$ cat src/rtl/line_window3x3.sv
// 3x3 sliding-window builder at the consumer end of the line-buffer chain.
// Takes three row-aligned taps per accepted column and emits only fully-populated windows.
module line_window3x3 #(
  parameter int Width      = 12,
  parameter int IMG_width  = 640,
  parameter int IMG_height = 480
) (
  input  logic               clk,
  input  logic               rst,
  input  logic               pix_en,
  input  logic               sof,
  input  logic [Width-1:0]   pix0,
  input  logic [Width-1:0]   pix1,
  input  logic [Width-1:0]   pix2,
  output logic [9*Width-1:0] win,
  output logic               win_valid,
  output logic [9:0]         ctr_col,
  output logic [8:0]         ctr_row,
  output logic               frame_done
);

  localparam logic [9:0] COL_LAST = 10'(IMG_width - 1);
  localparam logic [8:0] ROW_LAST = 9'(IMG_height - 1);

  logic [9:0]       col_q, col_d, pos_col_p0;
  logic [8:0]       row_q, row_d, pos_row_p0;
  logic [Width-1:0] win_q [9];
  logic             vld_p1_q;
  logic             fdone_p1_q;
  logic [9:0]       ctr_col_p1_q;
  logic [8:0]       ctr_row_p1_q;

  // p0: position of the pixel being accepted (sof forces it to the origin)
  always_comb begin
    pos_col_p0 = sof ? 10'd0 : col_q;
    pos_row_p0 = sof ? 9'd0  : row_q;
    col_d      = col_q;
    row_d      = row_q;
    if (pix_en) begin
      if (pos_col_p0 == COL_LAST) begin
        col_d = 10'd0;
        row_d = (pos_row_p0 == ROW_LAST) ? 9'd0 : pos_row_p0 + 9'd1;
      end else begin
        col_d = pos_col_p0 + 10'd1;
        row_d = pos_row_p0;
      end
    end else if (sof) begin
      col_d = 10'd0;
      row_d = 9'd0;
    end
  end

  // p1: shifted window and its centre position, registered together
  always_ff @(posedge clk) begin
    if (rst) begin
      col_q        <= 10'd0;
      row_q        <= 9'd0;
      vld_p1_q     <= 1'b0;
      fdone_p1_q   <= 1'b0;
      ctr_col_p1_q <= 10'd0;
      ctr_row_p1_q <= 9'd0;
      for (int k = 0; k < 9; k++) win_q[k] <= '0;
    end else begin
      col_q      <= col_d;
      row_q      <= row_d;
      vld_p1_q   <= pix_en && (pos_col_p0 >= 10'd2) && (pos_row_p0 >= 9'd2);
      fdone_p1_q <= pix_en && (pos_col_p0 == COL_LAST) && (pos_row_p0 == ROW_LAST);
      if (pix_en) begin
        for (int r = 0; r < 3; r++) begin
          win_q[r*3]     <= win_q[r*3 + 1];
          win_q[r*3 + 1] <= win_q[r*3 + 2];
        end
        win_q[2]     <= pix2;
        win_q[5]     <= pix1;
        win_q[8]     <= pix0;
        ctr_col_p1_q <= pos_col_p0 - 10'd1;
        ctr_row_p1_q <= pos_row_p0 - 9'd1;
      end
    end
  end

  for (genvar k = 0; k < 9; k++) begin : g_win
    assign win[Width*k +: Width] = win_q[k];
  end

  assign win_valid  = vld_p1_q;
  assign frame_done = fdone_p1_q;
  assign ctr_col    = ctr_col_p1_q;
  assign ctr_row    = ctr_row_p1_q;

endmodule

$ cat config.mk
export PLATFORM = sky130hd
export DESIGN_NAME = line_window3x3
export DESIGN_NICKNAME = d
export VERILOG_FILES = /design/src/rtl/line_window3x3.sv
export SDC_FILE = /design/constraint.sdc
export NUM_CORES = 1
export LEC_CHECK = 0
export CORE_AREA = 2 2 136 138
export CTS_BUF_LIST = sky130_fd_sc_hd__clkbuf_8
export DETAILED_ROUTE_END_ITERATION = 10
export DIE_AREA = 0 0 138 140
export PLACE_DENSITY = 0.62
export SYNTH_ARGS = -nofsm -noshare
export SYNTH_HDL_FRONTEND = slang
export SYNTH_SLANG_ARGS = --single-unit
$ cat constraint.sdc
create_clock -name clk -period 7.3 [get_ports clk]
set_input_delay 2.19 -clock clk [delete_from_list [all_inputs] [get_ports clk]]
set_output_delay 2.19 -clock clk [all_outputs]
set_load 0.005 [all_outputs]
==> run metrics <==
# hold bufs at CTS 0; Rows 49; Post-Syn Nets 541; sum of negative setup slack 0 ns; number of global-route vias before repair 4,238; Net Sw Frac 0.231; period utilization 0.623; post-synth top area share 0.525; CTS tree done; H-tree depth 4; crit end category register; GR Util All Layers 0.148; top cells by area, synth edfxtp_1 (52%), dfxtp_1 (13%), and2_1 (11%); Die H 140 um; Final min period 4.55 ns; switching component of the power 402 uW; HP Class register to register; worst-margin pin slew 0.959 ns; first-pass GRT wire length 22,600 um; Yosys top cell by area edfxtp_1; P_leak 0.00311 uW; Max-slew headroom 0.361; Area Growth Syn to Fin 35.8%; Layout Cells excl Fill 896; outcome finished, final reports clean; combinational group share of total power 0.110; Post-synth top cells and2_1 (110), edfxtp_1 (108), dfxtp_1 (40); Core Region 0.0178 mm^2; GR Overflow Total 0; Inst Count DP 866; kind of critical path primary input to register; Cells after Synth 495; I/O pin total 169; Max FO, Critical Path 25; Clock Sinks 148; Die Wd 138 um; Starting Density 0.348; Flop pwr share 0.563; Max-cap violations 0; Resize count post-CTS 0; Final Hold Fails 0; nets 702; skew final 0.0120 ns; initial antenna violation count 0; share of flip-flops with an asynchronous set or reset 0; WL per Instance 15.9 um; critical path required time 7.66 ns; clock network fraction of total power 0.327; RSZ-0062 raised after global routing false; Ys Warns 0; setup bufs post-CTS 0; ratio of cells with drive above 1 in the final layout 0.0780; Max Fclk 220 MHz; final WL 14,300 um; Mapped Area 0.00618 mm^2; Final setup viols 0; fin worst setup slack 2.75 ns; most frequent cell after synthesis and2_1; Synth Flop Type edfxtp_1; largest net degree at the start of global routing 80; worst skew pair latency 0.44 ns; CTS buffer count 17; placed inst area 0.00805 mm^2; via count 4,366; input/output buffers 168; GPL Wtd Cong 0.862; dpl hpwl 10,000 um; Syn Area/Cell 12.5 um^2; sequential area share after synthesis 0.654; maximum buffer depth of the clock tree 2; power per cell area 208 mW/mm^2; Detail Route Antenna Nets 0; diodes inserted 0; CP startpoint kind primary input; Die ar. 0.0193 mm^2; Hold WS 0.449 ns; post-place setup slack 2.35 ns; Power Internal 1340 uW; Root Driver clkbuf_8; count of cell types in the netlist 50; synthesis-stage register bit count 148; DRT Pass-1 Iters 4; Clock transition at path regs 0.08 ns; Design Area, Final 0.00839 mm^2; Detailed Route Iter0 Violations 295; vias per cell 4.87; max-slew violation count 0; Critical Path AT 4.91 ns; EDFF count, synth 108; DRC Markers 0; Max VDD drop 0.0969 mV
[cell type report]
class                      count  area [um^2]
fill                        1609         9390
timing repair buffer         174         1730
clock inverter                13          113
clock buffer                  17          234
multi-input combinational    308         1960
tap                          229          287
sequential                   148         4040
inverter                       7         28.8
[path summary, 6_finish.rpt]
path | from | slack [ns] | endpoint | cells past startpoint
setup / recovery | sof | 2.75 | row_q[7]$_SDFF_PP0_ | 8
hold / removal | ctr_col[3]$_SDFFE_PP0P_ | 0.45 | ctr_col[3]$_SDFFE_PP0P_ | 2
setup reg to reg | col_q[0]$_SDFF_PP0_ | 5.10 | row_q[7]$_SDFF_PP0_ | 6
hold reg to reg | ctr_col[3]$_SDFFE_PP0P_ | 0.45 | ctr_col[3]$_SDFFE_PP0P_ | 2
[placed cells by master (no fill, tap or decap), types with 2 or more instances in the layout]
master / netlist / routed
a211o_1: 2 / 2
a211oi_1: 9 / 9
a211oi_2: 2 / 2
a21o_1: 2 / 2
a21oi_1: 8 / 8
a311oi_1: 2 / 2
a31oi_1: 4 / 4
and2_1: 110 / 110
and3_1: 4 / 4
buf_4: 1 / 6
clkbuf_8: 0 / 17
clkdlybuf4s50_1: 0 / 168
clkinv_2: 0 / 5
clkinv_4: 0 / 2
clkinvlp_4: 0 / 3
dfxtp_1: 40 / 40
edfxtp_1: 108 / 108
ha_1: 6 / 6
inv_1: 7 / 6
inv_6: 0 / 2
nand2_1: 20 / 20
nand2b_1: 4 / 4
nand3_1: 16 / 16
nand4_1: 6 / 6
nor2_1: 34 / 34
nor2b_1: 11 / 10
nor3_1: 10 / 10
nor3_4: 2 / 2
nor4_1: 4 / 4
nor4_2: 2 / 2
o211ai_1: 2 / 2
o21ai_0: 6 / 6
o311ai_0: 2 / 2
or2_2: 2 / 2
or3_1: 4 / 4
or4_4: 2 / 2
xnor2_1: 9 / 9
xor2_1: 8 / 8
[metal layers]
metal,part of all wire,vias to the layer above,global-route usage
li1,-,2069,-
met1,0.44,2105,0.186
met2,0.48,170,0.242
met3,0.060,22,0.0448
met4,0.019,0,0.0569
met5,0,-,0
[registers in the layout, indices dropped and copies added, names as in the netlist]
name / flops
win_valid: 1
frame_done: 1
win_q: 108
row_q: 9
ctr_row: 9
col_q: 10
ctr_col: 10
[cell families after synthesis]
kind of cell / share of synthesized area
simple gates: 0.228
buf+inv: 0.0300
flops: 0.654
xor+xnor: 0.0241
fa+ha+maj: 0.0121
compound gates: 0.0516
[metrics by stage]
stage	util	power (uW)
2_1_floorplan	-	1050
3_3_place_gp	0.453	1190
3_5_place_dp	0.453	1200
4_1_cts	0.472	1760
5_1_grt	0.472	1820
6_report	0.472	1740
[worst max-delay path, stage by stage]
cell,delay (ns)
clkdlybuf4s50_1,0.86
nand2b_1,0.40
inv_1,0.10
ha_1,0.20
and4_2,0.30
nand3_1,0.25
or3_1,0.44
a31oi_1,0.17
[power by group through the flow]
stage | Sequential [uW] | Clock, uW | Combinational (uW)
after CTS | 982 | 588 | 195
after floorplan | 1000 | 0 | 50.3
after global placement | 999 | 0 | 193
after detailed placement | 1000 | 0 | 194
after global routing | 988 | 628 | 205
final | 981 | 570 | 192
Note: power is estimated with default switching activity, not from simulation.
